**src/rtl/seconds_tick_gen.sv**
```systemverilog
// Divides clk to a 1 Hz tick, counts seconds 0-59 and emits a stretched minute-advance strobe.
// Optional `SEC_SET_EN adds a synchronous seconds load (i_set / i_set_sec).
module seconds_tick_gen #(
  parameter int unsigned CLK_FREQ_HZ   = 50000000,
  parameter int unsigned INC_PULSE_CYC = 4,
  parameter int unsigned PRESC_W       = 26
) (
  input  logic       clk,
  input  logic       rst_n,
  input  logic       i_run,
  input  logic       i_clr,
`ifdef SEC_SET_EN
  input  logic       i_set,
  input  logic [5:0] i_set_sec,
`endif
  output logic [5:0] o_sec,
  output logic       o_tick_1hz,
  output logic       o_inc_min
);

  localparam int unsigned        StrW     = $clog2(INC_PULSE_CYC + 1);
  localparam logic [PRESC_W-1:0] PrescMax = PRESC_W'(CLK_FREQ_HZ - 1);
  localparam logic [PRESC_W-1:0] PrescOne = PRESC_W'(1);
  localparam logic [5:0]         SecMax   = 6'd59;
  localparam logic [StrW-1:0]    StrLoad  = StrW'(INC_PULSE_CYC);
  localparam logic [StrW-1:0]    StrOne   = StrW'(1);

  logic [PRESC_W-1:0] presc_q, presc_d;
  logic [5:0]         sec_q, sec_d;
  logic               tick_q, tick_d;
  logic               inc_q, inc_d;
  logic [StrW-1:0]    str_q, str_d;

  always_comb begin
    presc_d = presc_q;
    sec_d   = sec_q;
    tick_d  = 1'b0;
    inc_d   = inc_q;
    str_d   = str_q;

    // Strobe runs down regardless of i_run or a load; only a clear aborts it.
    if (str_q != '0) begin
      str_d = str_q - StrOne;
      inc_d = (str_q > StrOne);
    end

    if (i_clr) begin
      presc_d = '0;
      sec_d   = '0;
      inc_d   = 1'b0;
      str_d   = '0;
    end
`ifdef SEC_SET_EN
    else if (i_set) begin
      presc_d = '0;
      sec_d   = (i_set_sec > SecMax) ? SecMax : i_set_sec;
    end
`endif
    else if (i_run) begin
      if (presc_q == PrescMax) begin
        presc_d = '0;
        tick_d  = 1'b1;
        if (sec_q >= SecMax) begin
          sec_d = '0;
          inc_d = 1'b1;
          str_d = StrLoad;
        end else begin
          sec_d = sec_q + 6'd1;
        end
      end else begin
        presc_d = presc_q + PrescOne;
      end
    end
  end

  always_ff @(posedge clk or negedge rst_n) begin
    if (!rst_n) begin
      presc_q <= '0;
      sec_q   <= '0;
      tick_q  <= 1'b0;
      inc_q   <= 1'b0;
      str_q   <= '0;
    end else begin
      presc_q <= presc_d;
      sec_q   <= sec_d;
      tick_q  <= tick_d;
      inc_q   <= inc_d;
      str_q   <= str_d;
    end
  end

  assign o_sec      = sec_q;
  assign o_tick_1hz = tick_q;
  assign o_inc_min  = inc_q;

endmodule

```
**config.mk**
```make
export PLATFORM = sky130hd
export DESIGN_NAME = seconds_tick_gen
export DESIGN_NICKNAME = d
export VERILOG_FILES = /design/src/rtl/seconds_tick_gen.sv
export SDC_FILE = /design/constraint.sdc
export NUM_CORES = 1
export LEC_CHECK = 0
export BUFFER_PORTS_ARGS = -buffer_cell sky130_fd_sc_hd__buf_2
export CAP_MARGIN = 20
export CORE_MARGIN = 2
export CORE_UTILIZATION = 40
export DETAILED_ROUTE_END_ITERATION = 8
export HOLD_SLACK_MARGIN = 0.02
export SLEW_MARGIN = 20
export SYNTH_ARGS = -nofsm -noshare
export SYNTH_HDL_FRONTEND = slang
export SYNTH_SLANG_ARGS = --single-unit
```
**constraint.sdc**
```tcl
create_clock -name clk -period 3.2 [get_ports clk]
set_input_delay 0.16 -clock clk [delete_from_list [all_inputs] [get_ports clk]]
set_output_delay 0.16 -clock clk [all_outputs]
set_load 0.05 [all_outputs]
```
**Word level (Yosys, flattened, before mapping)**

Cells that the tools add are included.

- Mux-type cells: 20
- $lt $le $gt $ge: 2
- Reductions and logical operators: 4
- Add/sub/neg operators: 3
- Equal/unequal tests: 1

Operator list:

| operator | number |
|---|---|
| 26-bit two-way mux | 3 |
| 26-bit by 1-bit adder with 26-bit output (second input constant) | 1 |
| 26-bit == test (second input constant) | 1 |
| 6-bit two-way mux | 4 |
| 3-bit two-way mux | 5 |
| 1-bit two-way mux | 8 |
| 6-bit by 1-bit adder with 6-bit output (second input constant) | 1 |
| 6-bit greater-or-equal comparator (second input constant) | 1 |
| 2-bit nonzero test | 2 |
| 3-bit by 1-bit > comparator with 1-bit output (second input constant) | 1 |
| 3-bit nonzero test | 1 |
| 3-bit by 1-bit subtractor with 3-bit output (second input constant) | 1 |
| 2-bit AND reduction | 1 |

- Output and inout bits: 8
- Input port bits: 4
- Flip-flop bits (word level): 37

**Longest topological paths before layout**

Gate-level depths: netlist of the first run.

- Depth in word-level cells: 6
- Mapped depth: 7
- Gate-level depth less buffers: 6

**Least setup slack after synthesis of the first run**

OpenSTA, ideal clock, no wires.

- Path kind: register to register
- Start point: reg presc_q[0]
- End point: reg presc_q[10]
- Period minus slack after synthesis: 1.772 ns
- Slack: 1.428 ns
- Required time: 3.129 ns
- Data arrival time: 1.701 ns
- Stages on the path, launching flop included: 8
- Library setup time: 0.071 ns
- Path through: dfrtp_1 > ha_1 > and3_1 > and4_2 > clkbuf_2 > or2_2 > buf_4 > nor2_1

- Cells in the longest elaborated chain, start to end: 4
- Elaborated cells on any way between the ends: 5
- Those cells by class: add/sub (1); eq/ne (1); mux (3)

RTL lines:

| what | RTL line | source |
|---|---|---|
| from (decl) | 28 | `logic [PRESC_W-1:0] presc_q, presc_d;` |
| from (signal assigned) | 84 | `presc_q <= presc_d;` |
| 26-bit by 1-bit adder with 26-bit output / 26-bit == test (equally long branches) | 71, 60 |  |
| 26-bit two-way mux * | 60 | `if (presc_q == PrescMax) begin` |
| 26-bit two-way mux * | 59 | `else if (i_run) begin` |
| 26-bit two-way mux * | 47 | `if (i_clr) begin` |

Every way passes the cells marked *; elsewhere a longest branch is shown, timed or not. The select of a mux whose other input is x is not followed.
A chain may end at the register's enable or synchronous reset.

**Worst setup path in the final report of the first run**

- Start point: reg presc_q[2]
- End point: reg presc_q[20]

Same word-level chain as after synthesis.

==> impl_metrics.yaml, run 1 <==
global_routing:
  grt_pass1_wl_mm: 6.837
  grt_max_degree: 38
  grtUsageTotal_pct: 16.22
  antenna_found_initial: 0
  grt_pass1_vias: 1431
  grt_remaining_overflow: 0
critical_path:
  crit_slowest_cell: "dfrtp_1"
  cp_max_fo: 21
  end_kind: "flop"
  start_kind: "flop"
  crit_chain: "nand4_2 > nor4_4 > and4_2 > or2_2 > nor2_1"
  path_class: "reg2reg"
  required_ns: 3.35
  cp_data_arrival_time_ns: 2.15
  slowest_delay_ns: 0.49
route:
  drt-initial-drc-count: 56
  wl_met1_mm: 1.880
  routed-wl-met3_um: 109
  drt_wl_total_mm: 3.737
  wl_per_cell_um: 13.07
  drc_errors: 0
  viasPerCell: 5.161
  firstDrtPassIters: 4
  routed-wl-met2_mm: 1.673
  vias: 1476
  highest_layer: "met4"
  ant_nets: 0
yosys:
  yosysSeqAreaShare_pct: 46.57
  synthAdderAreaFrac_pct: 2.517
  synthMuxAreaShare_pct: 0.5035
  synthesis.nets: 214
  synthSimpleGateAreaFrac_pct: 31.59
  synthesis.area_um2: 1988
  syn_inst: 206
  synthFlopType: "dfrtp_1"
  synth_cell_types: 42
  synth-compound-area-share_pct: 5.475
  synth_xor_area_share_pct: 10.57
  synth-edff-count: 0
  ys_ff_latch: 37
  yosys_warnings: 0
  synthArstFlopShare_pct: 100.0
  synth_top_family_by_area: "simple AND/OR/NAND/NOR gates"
  syn_avg_cell_area_um2: 9.651
timing:
  worst_pin_slew_ns: 0.8041
  fin_skew_ns: 0.004413
  period_needed_ns: 1.997
  fmax_ghz: 0.5009
  tns_ns: 0
  slew_viol_final: 0
  rsz0062_at_grt: "no"
  final-setup-viol-count: 0
  final_hold_viol_count: 0
  relSlewSlack_pct: 46.39
  finalCritPeriodShare_pct: 62.39
final_layout:
  finalNonFillerCells: 286
  num_antenna_cells: 0
  syn2layout_area_growth_pct: 10.38
  multiInputGateArea_um2: 1007
  regArea_um2: 925.9
  fin_nets: 227
  drive_gt1_share_pct: 12.79
  fill_cells: 471
flow_run:
  maxCapViolations: 0
pwr:
  leakage_nw: 1.013
  p_per_area_nw_per_um2: 444.9
  ir_worst_vdd_v: 0.0001505
  finalPower_w: 0.0009765
floorplan:
  die_h_um: 74.50
  rows: 25
  die_x_um: 74.50
  initial_core_util_pct: 41.82
  die_area_um2: 5550
  coreArea_um2: 4755
  pin_count: 12
place:
  io_buffers: 11
  place.detailed.hpwl_mm: 2.574
  dp.cells: 278
  gp_congestion: 0.7801
status:
  status: "complete, no violations"
clocking:
  postCtsSetupBuffers: 0
  hold_buffers: 1
  numCtsBuffers: 5
  path_clk_slew_ns: 0.07
  clock-sinks: 37
  clock_path_buffers: 2
  clock_latency_ns: 0.28
  root_buffer: "clkbuf_8"
  cts_tree: "yes"
  ctsResizeCount: 0
  htree_levels: 2
hold_path:
  min_path_type: "in2reg"
[layout make-up]
type	count	area share, %
clock buffer	7	3.934
inverter	5	0.8552
multi-input combinational	157	45.90
sequential	37	42.19
tap	67	3.820
timing repair buffer	13	3.307
[report_power, final]
part,switching (W),leakage (nW),internal [W]
registers,0.0000134,0.513,0.000490
clock network,0.000151,0.0443,0.000171
logic,0.0000939,0.456,0.0000570
[cells by family (layout without fill, tap and decap cells)]
logic type | count (synthesis) | in the layout
xor+xnor | 24 | 24
simple gates | 109 | 109
fa+ha+maj | 4 | 4
mux | 1 | 1
compound gates | 19 | 19
buf+inv | 12 | 25
flops | 37 | 37
[synthesized netlist by cell type, types with 2 or more instances]
cell	instances	area share, %
nand2_1	13	2.5
ha_1	4	2.5
a21oi_1	11	2.8
xor2_1	21	9.3
nand3_1	14	3.5
nor3b_1	2	0.75
clkbuf_1	3	0.57
o21ai_0	4	1.0
nor4_1	2	0.63
nand4_1	8	2.5
and3_1	8	2.5
inv_1	5	0.94
buf_4	2	0.75
xnor2_1	3	1.3
nor2b_1	2	0.63
nand2b_1	3	0.94
nor4bb_1	2	1.0
nor3_1	4	1.0
dfrtp_1	37	47
nor2_1	33	6.2
and2_1	2	0.63
and3_2	2	0.75
nand3b_1	2	0.75
[worst max-delay path, delay by kind of cell, from the launching register on]
| family | cells | cell delay [ns] |
|---|---|---|
| AND/OR/NAND/NOR | 5 | 1.36 |
| flip-flops | 1 | 0.49 |
[cell usage in the layout (no fill, tap or decap), types with 5 or more instances in the layout]
cell / instances
clkbuf_8: 6
inv_1: 5
nand3_1: 14
nand4_1: 8
nand2_1: 13
xor2_1: 21
a21oi_1: 11
nor2_1: 33
and3_1: 8
buf_2: 11
dfrtp_1: 37
[state kept, by name, summed over array words and instances, names as in the netlist]
name and flops:
str_q 3, presc_q 26, o_tick_1hz 1, o_inc_min 1, o_sec 6
[stage by stage]
step	util, %	hold WS (ns)	worst slack [ns]	area (µm²)
after floorplan	-	-0.1356	1.428	1988
after global placement	44.13	0.3100	1.156	2098
after detailed placement	44.13	0.3144	1.162	2098
after CTS	46.16	0.1751	1.154	2195
after global routing	46.16	0.2045	1.011	2195
final	46.16	0.1871	1.203	2195
[layer usage]
metal / GRT usage [%] / vias to the layer above
li1: - / 739
met2: 23.60 / 19
met1: 23.21 / 711
met5: 0 / -
met4: 6.746 / 0
met3: 3.794 / 7
[worst paths after layout]
check,slack [ns],startpoint,cells after the start,end
max,1.20,presc_q[2],5,presc_q[20]
min reg2reg,0.56,o_sec[1],2,o_sec[1]
max in group asynchronous,2.19,rst_n,2,presc_q[13]
min,0.19,i_run,3,presc_q[1]
max reg2reg,1.20,presc_q[2],5,presc_q[20]
min in group asynchronous,0.50,rst_n,2,o_tick_1hz
(Power assumes the default switching activity.)
==> run 2: changes to the inputs <==
==> constraint.sdc (replaced) <==
create_clock -name clk -period 2 [get_ports clk]
set_input_delay 0.1 -clock clk [delete_from_list [all_inputs] [get_ports clk]]
set_output_delay 0.1 -clock clk [all_outputs]
set_load 0.05 [all_outputs]
==> impl_metrics.yaml, run 2 (synthesis gave the netlist of run 1 again) <==
global_routing:
  grt_remaining_overflow: 0
  grt_max_degree: 38
  grt_pass1_vias: 1391
  antenna_found_initial: 0
  grtUsageTotal_pct: 15.66
  grt_pass1_wl_mm: 6.679
final_layout:
  syn2layout_area_growth_pct: 14.98
  drive_gt1_share_pct: 17.33
  layout_commonest_cell: "dfrtp_1"
  largest_register: "presc_q"
  largest_register_ffs: 26
  utilization_pct: 48.08
  fin_nets: 232
  final_cell_mix: "dfrtp_1 (35), nor2_1 (33), xor2_1 (21), nand3_1 (14), nand2_1 (13)"
  fill_cells: 479
  num_antenna_cells: 0
critical_path:
  cp_data_arrival_time_ns: 2.09
  start_kind: "flop"
  required_ns: 2.21
  path_class: "reg2reg"
  cp_max_fo: 8
  end_kind: "flop"
pwr:
  ir_worst_vdd_v: 0.0004846
  sw_frac_of_total_pct: 25.63
  power.internal_w: 0.001281
  finalPower_w: 0.001723
  p_sw_w: 0.0004416
  p_per_area_nw_per_um2: 753.7
  p_clk_share_pct: 39.2
  p_comb_share_pct: 14.2
  seq_power_share_pct: 46.6
  leakage_nw: 1.058
timing:
  finalCritPeriodShare_pct: 93.88
  final_hold_viol_count: 0
  timing.hold.ws_ns: 0.1288
  rsz0062_at_grt: "yes"
  slew_viol_final: 0
  period_needed_ns: 1.878
  fmax_ghz: 0.5326
  worst_pin_slew_ns: 0.8173
  final-setup-viol-count: 0
  fin_skew_ns: 0.007520
  relSlewSlack_pct: 45.52
clocking:
  htree_levels: 2
  clock-sinks: 37
  path_clk_slew_ns: 0.08
  numCtsBuffers: 5
  cts_tree: "yes"
  root_buffer: "clkbuf_8"
  clock_latency_ns: 0.28
  clock_path_buffers: 2
floorplan:
  rows: 25
  die_area_um2: 5550
  initial_core_util_pct: 41.82
  die_h_um: 74.50
  die_x_um: 74.50
  pin_count: 12
  coreArea_um2: 4755
route:
  ant_nets: 0
  wl_per_cell_um: 13.14
  drt_wl_total_mm: 3.836
  firstDrtPassIters: 4
  viasPerCell: 5.079
  drt-initial-drc-count: 80
  vias: 1483
  drc_errors: 0
status:
  status: "complete, no violations"
place:
  io_buffers: 11
  place.detailed.hpwl_mm: 2.615
  gp_congestion: 0.8171
hold_path:
  min_path_type: "in2reg"
flow_run:
  maxCapViolations: 0
==> run 2: metrics by stage <==
| step | setup WS [ns] | TNS, ns | instance area [µm²] | cells |
|---|---|---|---|---|
| after CTS | 0.07100 | 0 | 2258 | 291 |
| after floorplan | 0.2276 | 0 | 1988 | 206 |
| after global placement | 0.1171 | 0 | 2128 | 282 |
| after global routing | -0.01894 | -0.01894 | 2286 | 292 |
| after detailed placement | 0.08782 | 0 | 2128 | 282 |
| final | 0.1225 | 0 | 2286 | 292 |
==> run 2: final cells by class <==
cell class,instances,area [µm²],area share (%)
inverters,5,18.77,0.8210
well taps,67,83.83,3.667
multi-input cells,157,1025,44.83
clock buffers,6,82.58,3.612
clock inverters,2,37.54,1.642
flip-flops and latches,37,928.4,40.61
repair buffers,18,110.1,4.817
==> run 2: power groups by stage <==
stage / Sequential, W / Clock [W] / Combinational (W)
final: 0.000803 / 0.000675 / 0.000245
after CTS: 0.000803 / 0.000691 / 0.000252
after global placement: 0.000818 / 0 / 0.000243
after global routing: 0.000808 / 0.000727 / 0.000283
after detailed placement: 0.000818 / 0 / 0.000247
after floorplan: 0.000848 / 0 / 0.000158
==> run 2: timing repair <==
item,CTS,global route
gates resized for setup,0,5
hold buffers,1,0
endpoints found under the hold margin,37,0
endpoints found under the setup margin,0,22
buffers inserted,0,1
==> run 2: path summary, 6_finish.rpt <==
kind / startpoint / endpoint / slack (ns) / depth (start not counted)
worst max register to register: presc_q[7] / presc_q[23] / 0.12 / 6
worst min-delay path: i_run / presc_q[1] / 0.13 / 3
worst max-delay path: presc_q[7] / presc_q[23] / 0.12 / 6
max in group asynchronous: rst_n / presc_q[5] / 0.98 / 2
min in group asynchronous: rst_n / presc_q[1] / 0.45 / 2
worst min register to register: o_sec[1] / o_sec[1] / 0.57 / 2
==> run 2: layer usage <==
layer,vias to the layer above,GRT usage [%],part of all wire (%)
li1,747,-,-
met3,4,3.659,3.4
met4,0,4.762,0.96
met2,26,23.30,45
met1,706,22.72,51
met5,-,0,0
==> run 2: critical path: stages, from the launching register on <==
cell and delay (ns):
dfrtp_1 0.45, nand4_1 0.23, nor4bb_1 0.34, buf_4 0.22, nand3_1 0.09, or3_1 0.32
a21oi_1 0.14
==> run 3: changes to the inputs <==
--- a/config.mk
+++ b/config.mk
@@ -5,8 +5,8 @@
 export SDC_FILE = /design/constraint.sdc
 export NUM_CORES = 1
 export LEC_CHECK = 0
+export ABC_AREA = 1
 export BUFFER_PORTS_ARGS = -buffer_cell sky130_fd_sc_hd__buf_2
-export CAP_MARGIN = 20
 export CORE_MARGIN = 2
 export CORE_UTILIZATION = 40
 export DETAILED_ROUTE_END_ITERATION = 8
==> impl_metrics.yaml, run 3 <==
status:
  status: "complete, no violations"
critical_path:
  slowest_delay_ns: 0.41
  worstReg2RegEnd: "presc_q[11]"
  cp_max_fo: 23
  required_ns: 2.15
  end_kind: "flop"
  path_class: "reg2reg"
  critical_path_buf_inv_count: 0
  cp_data_arrival_time_ns: 1.99
  start_kind: "flop"
  crit_chain: "ha_1 > nand2_2 > nor2_4 > nand2_2 > nor2_4 > nand3_4 > nand2_4 > a21oi_1"
  cp_top_family: "simple AND/OR/NAND/NOR gates"
  r2r_slack_ns: 0.17
  reg2reg_depth: 8
  crit_slowest_cell: "dfrtp_1"
  timing.rr.start: "presc_q[0]"
global_routing:
  grt_max_degree: 38
  grt_pass1_wl_mm: 9.266
  grt_remaining_overflow: 0
  grt_pass1_vias: 2053
  grtUsageTotal_pct: 17.80
  antenna_found_initial: 0
yosys:
  synth_top_family_by_area: "simple AND/OR/NAND/NOR gates"
  synth_common_cells: "nand2_1 (81), nor2_1 (58), inv_1 (45)"
  synth-compound-area-share_pct: 3.698
  ys_ff_latch: 37
  synthMuxAreaShare_pct: 0
  synthMostInstantiatedCell: "nand2_1"
  synth_cell_types: 28
  synthesis.area_um2: 2436
  synthTopCellsByArea: "dfrtp_1 (38%), nand2_1 (12%), nor2_1 (8.9%)"
  synthAdderAreaFrac_pct: 2.054
  yosys_warnings: 0
  synth-edff-count: 0
  synthArstFlopShare_pct: 100.0
  synthFlopType: "dfrtp_1"
  yosysSeqAreaShare_pct: 38.01
  syn_avg_cell_area_um2: 7.123
  synth_xor_area_share_pct: 3.955
  synthSimpleGateAreaFrac_pct: 42.68
  yosysTopAreaCell: "dfrtp_1"
  yosysTopAreaCellShare_pct: 38.01
  synthesis.nets: 350
  syn_inst: 342
place:
  io_buffers: 11
  gp_congestion: 0.9215
  place.detailed.hpwl_mm: 3.977
  dp.cells: 426
route:
  drt_wl_total_mm: 5.363
  firstDrtPassIters: 4
  drt-initial-drc-count: 96
  vias: 2171
  ant_nets: 0
  wl_per_cell_um: 12.33
  viasPerCell: 4.991
  drc_errors: 0
timing:
  relSlewSlack_pct: 45.74
  fin_skew_ns: 0.003191
  period_needed_ns: 1.832
  tns_ns: 0
  final_hold_viol_count: 0
  worst_pin_slew_ns: 0.8139
  final-setup-viol-count: 0
  slew_viol_final: 0
  rsz0062_at_grt: "no"
  finalCritPeriodShare_pct: 91.62
  fmax_ghz: 0.5458
final_layout:
  layout_commonest_cell: "nand2_1"
  largest_register: "presc_q"
  syn2layout_area_growth_pct: 10.32
  num_antenna_cells: 0
  largest_register_ffs: 26
  final_cell_mix: "nand2_1 (81), nor2_1 (58), inv_1 (45), dfrtp_1 (37), nand3_1 (30)"
  drive_gt1_share_pct: 15.00
  finalNonFillerCells: 435
  fin_nets: 367
floorplan:
  die_h_um: 82.04
  pin_count: 12
  initial_core_util_pct: 41.15
  die_area_um2: 6731
  coreArea_um2: 5921
  rows: 28
  die_x_um: 82.04
clocking:
  clock_latency_ns: 0.28
  numCtsBuffers: 5
  path_clk_slew_ns: 0.08
  clock_path_buffers: 2
  root_buffer: "clkbuf_8"
  htree_levels: 2
  cts_tree: "yes"
  clock-sinks: 37
hold_path:
  min_path_type: "in2reg"
  hold-path-endpoint: "str_q[2]"
  holdPathStages: 2
  hold_path.startpoint: "i_clr"
pwr:
  ir_worst_vdd_v: 0.0004466
  leakage_nw: 1.205
  p_per_area_nw_per_um2: 661.5
flow_run:
  maxCapViolations: 0
-- run 3: cell types whose count changed in the layout (fill, tap and decap cells not counted), moves of 8 or more --
| cell | previous run | this run |
|---|---|---|
| nand3_1 | 14 | 30 |
| nor2_1 | 33 | 58 |
| and3_1 | 8 | 0 |
| nand4_1 | 8 | 19 |
| xor2_1 | 21 | 8 |
| nand2_1 | 13 | 81 |
| inv_1 | 5 | 45 |
| nor2_2 | 0 | 18 |
-- run 3: per-stage QoR --
stage / power, W / hold WS (ns) / area (µm²) / setup slack (ns) / utilization (%)
2_1_floorplan: 0.001056 / -0.1956 / 2436 / 0.2450 / -
3_3_place_gp: 0.001113 / 0.2566 / 2557 / 0.2408 / 43.20
6_report: 0.001778 / 0.08183 / 2688 / 0.1677 / 45.39
3_5_place_dp: 0.001121 / 0.2521 / 2557 / 0.1583 / 43.20
4_1_cts: 0.001808 / 0.07637 / 2688 / 0.1554 / 45.39
5_1_grt: 0.001907 / 0.08039 / 2688 / 0.02453 / 45.39
-- run 3: worst max-delay path by stage --
stage	start	end	slack (ns)	cells past startpoint
final	presc_q[0]	presc_q[11]	0.17	8
after detailed placement	presc_q[0]	presc_q[12]	0.16	8
after global routing	presc_q[0]	presc_q[12]	0.02	8
after CTS	presc_q[0]	presc_q[12]	0.16	8
after global placement	presc_q[0]	presc_q[12]	0.24	8
after floorplan	o_sec[0]	str_q[0]	0.24	6
-- run 3: final cells by class --
| cell class | count | area (µm²) |
|---|---|---|
| inverters | 47 | 176.4 |
| well taps | 75 | 93.84 |
| repair buffers | 16 | 95.09 |
| flip-flops and latches | 37 | 925.9 |
| clock inverters | 2 | 37.54 |
| multi-input cells | 252 | 1276 |
| fillers | 635 | 3233 |
| clock buffers | 6 | 82.58 |
-- run 3: report_power, final --
group | internal (W) | switching (W) | total, W
Sequential | 0.000786 | 0.0000225 | 0.000809
Clock | 0.000406 | 0.000269 | 0.000675
Combinational | 0.000100 | 0.000194 | 0.000294
-- run 3: logic make-up (layout without fill, tap and decap cells) --
family	Yosys count	count (layout)
XOR/XNOR	11	11
adder cells (fa/ha/maj)	4	4
flip-flops	37	37
buffers and inverters	53	71
AO/OA/AOI/OAI	17	17
AND/OR/NAND/NOR	220	220
-- run 3: per-layer routing --
metal / vias to the layer above / share of wire, % / track usage [%]
met5: - / 0 / 0
li1: 1109 / - / -
met3: 2 / 3.9 / 3.297
met2: 36 / 48 / 30.16
met1: 1024 / 48 / 24.22
met4: 0 / 0.15 / 2.500
-- run 3: what timing repair did --
action / 4_1_cts / 5_1_grt
setup buffers: 0 / 0
hold endpoints to repair: 37 / 0
setup endpoints to repair: 0 / 0
resized for setup: 0 / 0
hold buffers: 1 / 0
